**config.mk**
```make
export PLATFORM = sky130hd
export DESIGN_NAME = interrupt_sched
export DESIGN_NICKNAME = d
export VERILOG_FILES = /design/src/rtl/interrupt_sched.sv
export SDC_FILE = /design/constraint.sdc
export NUM_CORES = 1
export LEC_CHECK = 0
export ABC_AREA = 0
export CAP_MARGIN = 20
export CORE_MARGIN = 1.5
export CORE_UTILIZATION = 40
export DETAILED_ROUTE_END_ITERATION = 7
export PLACE_DENSITY = 0.81
export SYNTH_ARGS = -nofsm -noshare
export SYNTH_HDL_FRONTEND = slang
export SYNTH_SLANG_ARGS = --single-unit
```
**constraint.sdc**
```tcl
create_clock -name clk -period 1.95 [get_ports clk]
set_input_delay 0.195 -clock clk [delete_from_list [all_inputs] [get_ports clk]]
set_output_delay 0.195 -clock clk [all_outputs]
set_load 0.01 [all_outputs]
```
**src/rtl/interrupt_sched.sv**
```systemverilog
// -----------------------------------------------------------------------------
// interrupt_sched
//
// Takes the external-class interrupts (pin input, timer, doorbell) into the
// core. A request is only taken at a precise instruction boundary while
// MSR[EE] is set. The pipeline is then flushed for DRAIN_CYCLES cycles, and
// the PC/MSR captured at the boundary are written to SRR0/SRR1. Fetch is then
// redirected to the handler vector. The scheduler stays busy until the
// handler retires an rfi.
//
// Parameters
//   DRAIN_CYCLES  flush cycles before the redirect (1..15)
//   VEC_BASE      base address of the handler vectors
//
// Ports
//   clk, reset          clock, synchronous active-high reset
//   msr_ee              external interrupt enable
//   ext_input_req       pin interrupt request (level)
//   other_req           timer interrupt request (level)
//   doorbell_req        doorbell request (level)
//   insn_boundary       pipeline sits at a precise instruction boundary
//   cur_pc, cur_msr     next PC / current MSR, valid with insn_boundary
//   rfi                 return-from-interrupt retired (single cycle)
//   flush               pipeline flush, one per drain cycle
//   redirect            fetch redirect strobe
//   redirect_pc         handler address
//   srr_we, srr0, srr1  SRR write strobe and saved PC / MSR
//   clear_ee            clear MSR[EE] strobe
//   *_ack               single-cycle acknowledge of the serviced cause
//   busy                handler active
// -----------------------------------------------------------------------------
module interrupt_sched #(
    parameter int unsigned DRAIN_CYCLES = 3,
    parameter logic [31:0] VEC_BASE     = 32'h0000_0000
) (
    input  logic        clk,
    input  logic        reset,
    input  logic        msr_ee,
    input  logic        ext_input_req,
    input  logic        other_req,
    input  logic        doorbell_req,
    input  logic        insn_boundary,
    input  logic [31:0] cur_pc,
    input  logic [31:0] cur_msr,
    input  logic        rfi,
    output logic        flush,
    output logic        redirect,
    output logic [31:0] redirect_pc,
    output logic        srr_we,
    output logic [31:0] srr0,
    output logic [31:0] srr1,
    output logic        clear_ee,
    output logic        ext_input_ack,
    output logic        other_ack,
    output logic        doorbell_ack,
    output logic        busy
);

    typedef enum logic [2:0] {
        S_IDLE     = 3'd0,
        S_WAIT     = 3'd1,
        S_FLUSH    = 3'd2,
        S_REDIRECT = 3'd3,
        S_HANDLER  = 3'd4
    } state_t;

    typedef enum logic [1:0] {
        C_NONE  = 2'd0,
        C_EXT   = 2'd1,
        C_OTHER = 2'd2,
        C_DB    = 2'd3
    } cause_t;

    // Vector offset of each cause relative to VEC_BASE.
    function automatic logic [31:0] vec_offset(input cause_t c);
        logic [31:0] off;
        case (c)
            C_EXT:   off = 32'h0000_0500;
            C_OTHER: off = 32'h0000_0900;
            C_DB:    off = 32'h0000_0A00;
            default: off = 32'h0000_0000;
        endcase
        return off;
    endfunction

    localparam logic [3:0] DRAIN_LOAD = 4'(DRAIN_CYCLES - 32'd1);

    state_t     state_r;
    state_t     next_state_s;
    logic [3:0] cnt_r;
    cause_t     cause_r;
    cause_t     new_cause_s;
    logic       pending_s;
    logic       capture_s;
    logic       flush_s;
    logic       redirect_s;
    logic       busy_s;

    assign pending_s = msr_ee & (ext_input_req | other_req | doorbell_req);

    // Capture happens only on the edge that enters S_FLUSH from IDLE/WAIT.
    assign capture_s = (next_state_s == S_FLUSH) && (state_r != S_FLUSH);

    // Fixed-priority cause selection: ext_input > other > doorbell.
    always_comb begin
        new_cause_s = C_NONE;
        if (ext_input_req) begin
            new_cause_s = C_EXT;
        end else if (other_req) begin
            new_cause_s = C_OTHER;
        end else if (doorbell_req) begin
            new_cause_s = C_DB;
        end else begin
            new_cause_s = C_NONE;
        end
    end

    // Next-state logic.
    always_comb begin
        next_state_s = state_r;
        case (state_r)
            S_IDLE: begin
                if (pending_s) begin
                    next_state_s = insn_boundary ? S_FLUSH : S_WAIT;
                end else begin
                    next_state_s = S_IDLE;
                end
            end
            S_WAIT: begin
                if (!pending_s) begin
                    next_state_s = S_IDLE;
                end else if (insn_boundary) begin
                    next_state_s = S_FLUSH;
                end else begin
                    next_state_s = S_WAIT;
                end
            end
            S_FLUSH: begin
                if (cnt_r == 4'd0) begin
                    next_state_s = S_REDIRECT;
                end else begin
                    next_state_s = S_FLUSH;
                end
            end
            S_REDIRECT: next_state_s = S_HANDLER;
            S_HANDLER: begin
                if (rfi) begin
                    next_state_s = S_IDLE;
                end else begin
                    next_state_s = S_HANDLER;
                end
            end
            default: next_state_s = S_IDLE;
        endcase
    end

    // Decode of the upcoming state; registered below so the strobes line up
    // with the state they describe and never glitch.
    always_comb begin
        flush_s    = 1'b0;
        redirect_s = 1'b0;
        busy_s     = 1'b0;
        case (next_state_s)
            S_IDLE, S_WAIT: begin
                flush_s    = 1'b0;
                redirect_s = 1'b0;
                busy_s     = 1'b0;
            end
            S_FLUSH:    flush_s    = 1'b1;
            S_REDIRECT: redirect_s = 1'b1;
            S_HANDLER:  busy_s     = 1'b1;
            default: begin
                flush_s    = 1'bx;
                redirect_s = 1'bx;
                busy_s     = 1'bx;
            end
        endcase
    end

    // State, drain counter, latched cause, SRR capture and registered outputs.
    always_ff @(posedge clk) begin
        if (reset) begin
            state_r       <= S_IDLE;
            cnt_r         <= 4'd0;
            cause_r       <= C_NONE;
            flush         <= 1'b0;
            redirect      <= 1'b0;
            redirect_pc   <= 32'h0000_0000;
            srr_we        <= 1'b0;
            srr0          <= 32'h0000_0000;
            srr1          <= 32'h0000_0000;
            clear_ee      <= 1'b0;
            ext_input_ack <= 1'b0;
            other_ack     <= 1'b0;
            doorbell_ack  <= 1'b0;
            busy          <= 1'b0;
        end else begin
            state_r       <= next_state_s;
            flush         <= flush_s;
            redirect      <= redirect_s;
            srr_we        <= redirect_s;
            clear_ee      <= redirect_s;
            ext_input_ack <= redirect_s & (cause_r == C_EXT);
            other_ack     <= redirect_s & (cause_r == C_OTHER);
            doorbell_ack  <= redirect_s & (cause_r == C_DB);
            busy          <= busy_s;
            if (capture_s) begin
                cause_r     <= new_cause_s;
                srr0        <= cur_pc;
                srr1        <= cur_msr;
                redirect_pc <= VEC_BASE + vec_offset(new_cause_s);
                cnt_r       <= DRAIN_LOAD;
            end else if ((state_r == S_FLUSH) && (cnt_r != 4'd0)) begin
                cnt_r <= cnt_r - 4'd1;
            end else begin
                cnt_r <= cnt_r;
            end
        end
    end

endmodule

```
==> metrics.csv, run 1 <==
metric;value;unit
max cap viols;0;
via/cell ratio;5.194;
vias in the first global route;3170;
port bufs;147;
Yosys top cell by area;dfxtp_1;
clock latency on the worst-skew pair;0.34;ns
Worst path depth;5;
Initial DRC Count;144;
fin worst setup slack;0.2642;ns
Initial Utilization;41.61;%
most frequent cells in the layout;clkdlybuf4s50_1, dfxtp_1, a21oi_1, o21ai_0, nand3_1;
drt drc;0;
synthesized area;3436;µm²
pwr/cell area;709.5;nW/µm²
cell count after synthesis;412;
simple-gate share of the synthesized area;15.33;%
IO Pins;176;
Synth top area share;47.78;%
DP Worst Slack;0.01341;ns
EDFF count, synth;0;
postcts setup bufs;0;
Total Routing Usage GR;19.78;%
Comb power frac;18.3;%
mean post-synth cell area;8.339;µm²
Clock Skews;0.01036;ns
n_diodes;0;
Main synth FF type;dfxtp_1;
Std-Cell Rows;33;
Synth Area in Adders;1.457;%
CTS resizes;0;
worst IR drop on VDD;0.5379;mV
drt wl/cell;14.36;µm
clock group share of total power;32.2;%
via count;3392;
Congestion Overflow GR;0;
# nets final;619;
pin count of the biggest net entering global routing;51;
flops & latches, synth;82;
Critical Path End;cnt_r[1];
DIE WIDTH;95.68;µm
Lkg Pwr;0.001809;µW
mux cell area share after synthesis;0;%
number of library cell types mapped by synthesis;35;
Period minus WS final;1.686;ns
cts-stage hold buffer count;0;
CP startpoint;cnt_r[0];
worst r2r src;cnt_r[0];
Setup CP Type;reg2reg;
post-synthesis compound-gate area fraction;23.31;%
setup TNS;0;ns
Num CTS Buffers;9;
slowest cell delay on critical path;0.50;ns
worst-path maximum fanout;4;
Net Sw Frac;25.65;%
die extent in y;95.68;µm
CP max-delay cell;or3b_2;
sequential area share after synthesis;47.78;%
ANT nets after route;0;
Hold Path Class;in2reg;
Sink Count;82;
most common cell after layout, fill and taps aside;clkdlybuf4s50_1;
Worst Setup Start Kind;flip-flop;
Worst Path Required;2.15;ns
Max Buffers Root-to-Sink;2;
crit path DAT;1.89;ns
layout cells sized above 1;6.569;%
floorplan core area;8258;µm²
CP Buf/Inv Count;1;
unrepaired setup endpoints after global routing;no;
Psw;929.5;µW
Post-synth ARST share;0;%
CP Cell Sequence;inv_1, ha_1, or3b_2, a221oi_1, a311oi_1;
cell depth of the worst flop-to-flop path;5;
Final Hold Fails;0;
first-pass GRT wire length;14.22;mm
sequential power share;49.5;%
Finish-stage setup viols;0;
Fmax;593.2;MHz
R2R Path End;cnt_r[1];
Area growth syn-to-layout;48.69;%
Slew Viols, Final;0;
Internal;2695;µW
Synth Warn #;0;
H-Tree Depth;3;
CTS tree;yes;
clock transition at the registers of the reported paths;0.08;ns
CTS root buffer;clkbuf_8;
Synth area leaders;dfxtp_1, a21oi_1, o21ai_0;
Setup crit end kind;flip-flop;
initial antenna violation count;0;
1st-pass router iterations;5;
outcome;finished, final reports clean;
dpl hpwl;6.621;mm
CP delay by family, top;simple AND/OR/NAND/NOR gates;
Final period util;86.45;%
Routed WL;9.379;mm
main combinational cell family by area after synthesis;compound AO/OA/AOI/OAI gates;
die area;9155;µm²
Post-Synth XOR/XNOR Area;0;%
GPL Wtd Cong;0.8247;
r2r setup slk;0.26;ns
-- power by group through the flow --
| stage | sequential, µW | combinational, µW | clock, µW |
|---|---|---|---|
| 2_1_floorplan | 1860 | 301 | 0 |
| 3_3_place_gp | 1830 | 647 | 0 |
| 3_5_place_dp | 1830 | 659 | 0 |
| 4_1_cts | 1800 | 663 | 1210 |
| 5_1_grt | 1800 | 722 | 1280 |
| 6_report | 1800 | 663 | 1170 |
-- flip-flops by register name, summed over array words and instances, names as in the netlist --
register / count
ext_input_ack: 1
busy: 1
redirect_pc: 4
srr0: 32
doorbell_ack: 1
flush: 1
other_ack: 1
clear_ee: 1
state_r: 3
cause_r: 1
cnt_r: 4
srr1: 32
-- metal layers --
metal | vias up | part of all wire (%) | wire length, µm | GRT usage [%]
met5 | - | 0 | 0 | 0
met4 | 0 | 1.9 | 182 | 8.456
met3 | 16 | 5.7 | 536 | 4.226
met2 | 108 | 51 | 4743 | 34.92
met1 | 1600 | 42 | 3917 | 22.87
li1 | 1668 | - | - | -
-- worst min-delay path by stage --
| stage | start | to | slack, ns | depth (start not counted) |
|---|---|---|---|---|
| floorplan | other_req | cause_r[0] | 0.31 | 1 |
| global placement | srr0[24] | srr0[24] | 0.46 | 2 |
| detailed placement | srr1[13] | srr1[13] | 0.47 | 2 |
| CTS | reset | srr1[7] | 0.28 | 2 |
| global route | reset | srr1[7] | 0.32 | 2 |
| finish | reset | srr1[8] | 0.31 | 2 |
-- kinds of logic after synthesis --
| kind of cell | Yosys count |
|---|---|
| flip-flops | 82 |
| other | 1 |
| AND/OR/NAND/NOR | 94 |
| AO/OA/AOI/OAI | 155 |
| buffers and inverters | 76 |
| adder cells (fa/ha/maj) | 4 |
-- Yosys cell counts, drive strengths merged, types with 2 or more instances --
| master | instances |
|---|---|
| or3b | 2 |
| nor3 | 2 |
| a21oi | 76 |
| nand2 | 2 |
| nor3b | 2 |
| buf | 50 |
| nor2 | 4 |
| or3 | 3 |
| nor4b | 2 |
| inv | 7 |
| nand3 | 67 |
| clkbuf | 19 |
| ha | 4 |
| o21ai | 72 |
| dfxtp | 82 |
| or4 | 2 |
| a311oi | 3 |
-- area by class of cell --
cell class / instances / area (µm²)
Fill cell: 741 / 3149
Sequential cell: 82 / 1642
Timing Repair Buffer: 162 / 1629
Multi-Input combinational cell: 281 / 1494
Clock buffer: 11 / 131.4
Tap cell: 105 / 131.4
Clock inverter: 5 / 55.05
Inverter: 7 / 26.28
-- metrics by stage --
step | power (µW) | std cells | hold WS, ns | instance area, µm² | utilization (%)
after global routing | 3807 | 653 | 0.3151 | 5109 | 61.86
after CTS | 3670 | 653 | 0.2819 | 5109 | 61.86
final | 3624 | 653 | 0.3087 | 5109 | 61.86
after global placement | 2477 | 637 | 0.4592 | 4922 | 59.61
after detailed placement | 2493 | 637 | 0.4664 | 4922 | 59.61
after floorplan | 2162 | 439 | 0.3111 | 3537 | -
(Power assumes the default switching activity.)
==> run 2, diff against run 1 <==
--- a/config.mk
+++ b/config.mk
@@ -8,9 +8,9 @@
 export ABC_AREA = 0
 export CAP_MARGIN = 20
 export CORE_MARGIN = 1.5
-export CORE_UTILIZATION = 40
+export CORE_UTILIZATION = 43
 export DETAILED_ROUTE_END_ITERATION = 7
-export PLACE_DENSITY = 0.81
+export PLACE_DENSITY = 0.86
 export SYNTH_ARGS = -nofsm -noshare
 export SYNTH_HDL_FRONTEND = slang
 export SYNTH_SLANG_ARGS = --single-unit
==> constraint.sdc (replaced) <==
create_clock -name clk -period 2 [get_ports clk]
set_input_delay 0.2 -clock clk [delete_from_list [all_inputs] [get_ports clk]]
set_output_delay 0.2 -clock clk [all_outputs]
set_load 0.01 [all_outputs]
==> run 2 against run 1 <==
Net effect: sequential share of layout area up 0.12 points; clock skew decreased by 0.0029 ns; worst setup slack gained 0.11 ns; first-iteration DRC count increased by 31%; clock-buffer cell count decreased by 1; via count rose by 0.35%; register-to-register slack improved by 0.11 ns; maximum frequency up 3.8%; global-route usage is 1.8 points higher; wire length grew 1.0%; non-clock buffer count shrank 1; critical path type unchanged; largest cell class unchanged.
==> metrics.csv, run 2 (same netlist as run 1, synthesis figures left out) <==
metric;value;unit;change
1st-pass router iterations;4;;-1
pin count of the biggest net entering global routing;45;;-12%
dpl hpwl;6.610;mm;-0.17%
Hold EP;srr1[11];;
Net Sw Frac;24.51;%;-1.1 points
unrepaired setup endpoints after global routing;no;;
H-Tree Depth;3;;unchanged
Total Routing Usage GR;21.55;%;+1.8 points
worst-path maximum fanout;4;;unchanged
ANT nets after route;0;;unchanged
Internal;2774;µW;+3.0%
CTS resizes;0;;unchanged
clock group share of total power;35.0;%;+2.8 points
Final period util;81.23;%;-5.2 points
CTS root buffer;clkbuf_8;;
Sink Count;82;;unchanged
first-pass GRT wire length;15.00;mm;+5.5%
# nets final;618;;-0.16%
layout cells sized above 1;6.593;%;+0.024 points
Setup crit end kind;flip-flop;;
max cap viols;0;;unchanged
most frequent cells in the layout;clkdlybuf4s50_1, dfxtp_1, a21oi_1, o21ai_0, nand3_1;;
Worst-Margin Slew;0.5638;ns;
sequential power share;47.6;%;-1.9 points
Initial DRC Count;188;;+31%
GPL Wtd Cong;0.7948;;-3.6%
Max Buffers Root-to-Sink;2;;unchanged
worst r2r src;cnt_r[0];;
vias in the first global route;3225;;+1.7%
setup TNS;0;ns;unchanged
CTS tree;yes;;
IO Pins;176;;unchanged
Finish-stage setup viols;0;;unchanged
Congestion Overflow GR;0;;unchanged
pwr/cell area;722.0;nW/µm²;+1.8%
Final Hold Fails;0;;unchanged
Hold Path Class;in2reg;;
top flop regs;srr0 x32, srr1 x32;;
cell depth of the worst flop-to-flop path;5;;unchanged
cts-stage hold buffer count;0;;unchanged
Setup CP Type;reg2reg;;
die extent in y;92.39;µm;-3.4%
Slew Viols, Final;0;;unchanged
n_diodes;0;;unchanged
port bufs;147;;unchanged
Clock Skews;0.007436;ns;-0.002923 ns
drt drc;0;;unchanged
Worst slew margin;62.41;%;
Worst Setup Start Kind;flip-flop;;
Std-Cell Rows;32;;-3.0%
initial antenna violation count;0;;unchanged
die area;8536;µm²;-6.8%
drt wl/cell;14.62;µm;+1.8%
HP Start;reset;;
Period minus WS final;1.625;ns;-0.06132 ns
Comb power frac;17.4;%;-0.9 points
Lkg Pwr;0.001812;µW;+0.15%
Area growth syn-to-layout;48.14;%;
most common cell after layout, fill and taps aside;clkdlybuf4s50_1;;
via count;3404;;+0.35%
Psw;900.7;µW;-3.1%
worst IR drop on VDD;0.4046;mV;-25%
Routed WL;9.473;mm;+1.0%
r2r setup slk;0.38;ns;+0.11 ns
DIE WIDTH;92.39;µm;-3.4%
Hold Crit Depth;2;;unchanged
postcts setup bufs;0;;unchanged
Fmax;615.6;MHz;+3.8%
R2R Path End;cnt_r[1];;
Initial Utilization;44.46;%;+2.9 points
outcome;finished, final reports clean;;
via/cell ratio;5.253;;+1.1%
clock latency on the worst-skew pair;0.33;ns;about the same
total power;3675;µW;+1.4%
floorplan core area;7727;µm²;-6.4%
Num CTS Buffers;9;;unchanged
Worst Path Required;2.21;ns;+0.06 ns
crit path DAT;1.83;ns;-0.06 ns
clock transition at the registers of the reported paths;0.08;ns;about the same
run 2: changes by cell type in the layout (fill, tap and decap cells not counted):
cell        before  now
buf_12           4    1
buf_4           11   13
clkbuf_1         2    0
clkinvlp_4       2    0
bufinv_16        1    2
clkbuf_8         9   10
clkinv_4         0    1
run 2: worst max path at each step:
stage	start	endpoint	slack, ns	cells past startpoint
3_5_place_dp	ext_input_req	other_ack	0.08	4
6_report	cnt_r[0]	cnt_r[1]	0.38	5
5_1_grt	cnt_r[1]	other_ack	0.26	5
4_1_cts	cnt_r[0]	other_ack	0.38	5
2_1_floorplan	cnt_r[0]	cnt_r[1]	0.52	5
3_3_place_gp	ext_input_req	redirect_pc[8]	0.14	5
run 2: layer usage:
layer	share of wire (%)	GRT usage [%]
met5	0	0
met4	1.6	7.436
met3	6.4	3.777
met1	41	25.47
met2	51	38.91
run 2: area by class of cell:
class	instances	area [µm²]
Sequential cell	82	1642
Clock buffer	10	137.6
Inverter	7	26.28
Timing Repair Buffer	161	1584
Fill cell	671	2638
Tap cell	102	127.6
Clock inverter	5	78.83
Multi-Input combinational cell	281	1494
run 2: critical path, stage by stage (launching register included):
cell	delay (ns)
dfxtp_1	0.32
inv_1	0.09
ha_1	0.21
or3b_2	0.50
a221oi_1	0.29
a311oi_1	0.08
run 2: per-stage QoR:
step	util (%)	hold WS, ns	cell area [µm²]	setup WS [ns]	cells
floorplan	-	0.3161	3537	0.5210	439
global placement	63.07	0.4599	4873	0.1410	633
detailed placement	63.07	0.4659	4873	0.07616	633
CTS	65.87	0.3379	5090	0.3766	648
global route	65.87	0.3724	5090	0.2591	648
finish	65.87	0.3605	5090	0.3755	648
run 2: power by group through the flow:
stage	Combinational, µW	Sequential, µW	Clock, µW
5_1_grt	691	1760	1400
4_1_cts	639	1750	1320
6_report	638	1750	1290
2_1_floorplan	293	1820	0
3_3_place_gp	622	1780	0
3_5_place_dp	635	1790	0
==> run 3, diff against run 2 <==
--- a/config.mk
+++ b/config.mk
@@ -8,9 +8,9 @@
 export ABC_AREA = 0
 export CAP_MARGIN = 20
 export CORE_MARGIN = 1.5
-export CORE_UTILIZATION = 43
+export CORE_UTILIZATION = 40
 export DETAILED_ROUTE_END_ITERATION = 7
-export PLACE_DENSITY = 0.86
+export PLACE_DENSITY = 0.81
 export SYNTH_ARGS = -nofsm -noshare
 export SYNTH_HDL_FRONTEND = slang
 export SYNTH_SLANG_ARGS = --single-unit
==> constraint.sdc (replaced) <==
create_clock -name clk -period 1.7 [get_ports clk]
set_input_delay 0.17 -clock clk [delete_from_list [all_inputs] [get_ports clk]]
set_output_delay 0.17 -clock clk [all_outputs]
set_load 0.01 [all_outputs]
==> run 3 against run 2 <==
Net effect: clock skew rose by 0.00089 ns; clock-buffer cell count is 1 higher; design area up 2.1%; worst hold slack worse by 0.24 ns; global-route usage decreased by 1.4 points; critical path depth increased by 1; non-clock buffer count increased by 7; maximum frequency up 0.99%; clock power is 16% higher; combinational power rose by 24%; critical path type unchanged; highest routed layer unchanged.
==> metrics.csv, run 3 (same netlist as run 1, synthesis figures left out) <==
metric;value;unit;change
outcome;finished, final reports clean;;
clock latency on the worst-skew pair;0.34;ns;about the same
DIE WIDTH;95.68;µm;+3.6%
port bufs;147;;unchanged
Area after DPL;4980;µm²;+2.2%
worst-path maximum fanout;4;;unchanged
Congestion Overflow GR;0;;unchanged
Sink Count;82;;unchanged
Setup crit end kind;flip-flop;;
cts-stage hold buffer count;0;;unchanged
pwr/cell area;835.7;nW/µm²;+16%
top flop regs;srr0 x32, srr1 x32;;
slowest cell delay on critical path;0.32;ns;-0.18 ns
IO Pins;176;;unchanged
Placed Instances;643;;+1.6%
via/cell ratio;5.219;;-0.66%
worst IR drop on VDD;0.5285;mV;+31%
CP Cell Sequence;inv_1, ha_2, nor3b_1, a41oi_1, buf_4, nor4b_1;;
drt wl/cell;14.37;µm;-1.7%
DP Worst Slack;-0.09048;ns;-0.1666 ns
initial antenna violation count;0;;unchanged
die area;9155;µm²;+7.2%
floorplan core area;8258;µm²;+6.9%
most common cell after layout, fill and taps aside;clkdlybuf4s50_1;;
fin worst setup slack;0.09147;ns;-0.2840 ns
Initial DRC Count;96;;-49%
Setup CP Type;reg2reg;;
CP max-delay cell;dfxtp_1;;
Hold Path Class;in2reg;;
Num CTS Buffers;9;;unchanged
Worst Setup Start Kind;flip-flop;;
unrepaired setup endpoints after global routing;no;;
CTS resizes;0;;unchanged
Worst Path Required;1.92;ns;-0.29 ns
Routed WL;9.472;mm;about the same
FILL cells;741;;+10%
Period minus WS final;1.609;ns;-0.01598 ns
WHS;0.1203;ns;-0.2402 ns
pin count of the biggest net entering global routing;49;;+8.9%
# nets final;625;;+1.1%
dpl hpwl;6.779;mm;+2.6%
fin area;5199;µm²;+2.1%
GPL Wtd Cong;0.8061;;+1.4%
crit path DAT;1.83;ns;about the same
Lkg Pwr;0.001858;µW;+2.5%
via count;3439;;+1.0%
die extent in y;95.68;µm;+3.6%
vias in the first global route;3328;;+3.2%
Max Buffers Root-to-Sink;2;;unchanged
Std-Cell Rows;33;;+3.1%
Fmax;621.7;MHz;+0.99%
postcts setup bufs;0;;unchanged
max cap viols;0;;unchanged
Final Hold Fails;0;;unchanged
Initial Utilization;41.61;%;-2.9 points
1st-pass router iterations;4;;unchanged
Finish-stage setup viols;0;;unchanged
Area growth syn-to-layout;51.31;%;
setup TNS;0;ns;unchanged
Final Non-Filler Cells;659;;+1.7%
first-pass GRT wire length;14.64;mm;-2.4%
CTS tree;yes;;
drt drc;0;;unchanged
ANT nets after route;0;;unchanged
Final period util;94.62;%;+13 points
layout cells sized above 1;7.942;%;+1.3 points
Total Routing Usage GR;20.18;%;-1.4 points
clock transition at the registers of the reported paths;0.08;ns;about the same
H-Tree Depth;3;;unchanged
CTS root buffer;clkbuf_8;;
Clock Skews;0.008331;ns;+0.0008950 ns
n_diodes;0;;unchanged
most frequent cells in the layout;clkdlybuf4s50_1, dfxtp_1, a21oi_1, o21ai_0, nand3_1;;
Slew Viols, Final;0;;unchanged
run 3: cell types whose count changed in the layout (fill, tap and decap cells not counted), sizes merged:
cell	before	now
clkbuf	10	11
buf	15	22
run 3: report_power, final:
part,switching (µW),internal (µW)
sequential,47.5,2010
clock,671,827
combinational,362,427
run 3: layer usage:
| layer | vias up | part of all wire (%) | wire [µm] | global-route usage [%] |
|---|---|---|---|---|
| li1 | 1684 | - | - | - |
| met1 | 1620 | 41 | 3910 | 22.97 |
| met2 | 117 | 51 | 4859 | 36.50 |
| met3 | 18 | 5.6 | 528 | 3.828 |
| met4 | 0 | 1.8 | 174 | 8.456 |
| met5 | - | 0 | 0 | 0 |
run 3: area by class of cell:
| type | instances | area (µm²) | share of cell area [%] |
|---|---|---|---|
| Clock buffer | 11 | 131.4 | 2.527 |
| Clock inverter | 5 | 78.83 | 1.516 |
| Inverter | 7 | 26.28 | 0.5054 |
| Multi-Input combinational cell | 281 | 1503 | 28.90 |
| Sequential cell | 82 | 1642 | 31.58 |
| Tap cell | 105 | 131.4 | 2.527 |
| Timing Repair Buffer | 168 | 1687 | 32.44 |
run 3: final timing paths:
kind / from / to / slack [ns] / cells past startpoint
min reg2reg: srr1[18] / srr1[18] / 0.48 / 2
max: cnt_r[0] / ext_input_ack / 0.09 / 6
min: reset / srr1[8] / 0.12 / 2
max reg2reg: cnt_r[0] / ext_input_ack / 0.09 / 6
run 3: per-stage QoR:
stage | util, % | power (µW)
after CTS | 62.85 | 4390
after global placement | 60.30 | 2864
after detailed placement | 60.30 | 2885
after global routing | 62.95 | 4542
after floorplan | - | 2480
final | 62.95 | 4345
run 3: worst max-delay path, delay by kind of cell, from the launching register on:
| kind | cells | cell delay [ns] |
|---|---|---|
| flip-flops | 1 | 0.32 |
| AO/OA/AOI/OAI | 1 | 0.09 |
| buffers and inverters | 2 | 0.27 |
| adder cells (fa/ha/maj) | 1 | 0.20 |
| AND/OR/NAND/NOR | 2 | 0.62 |
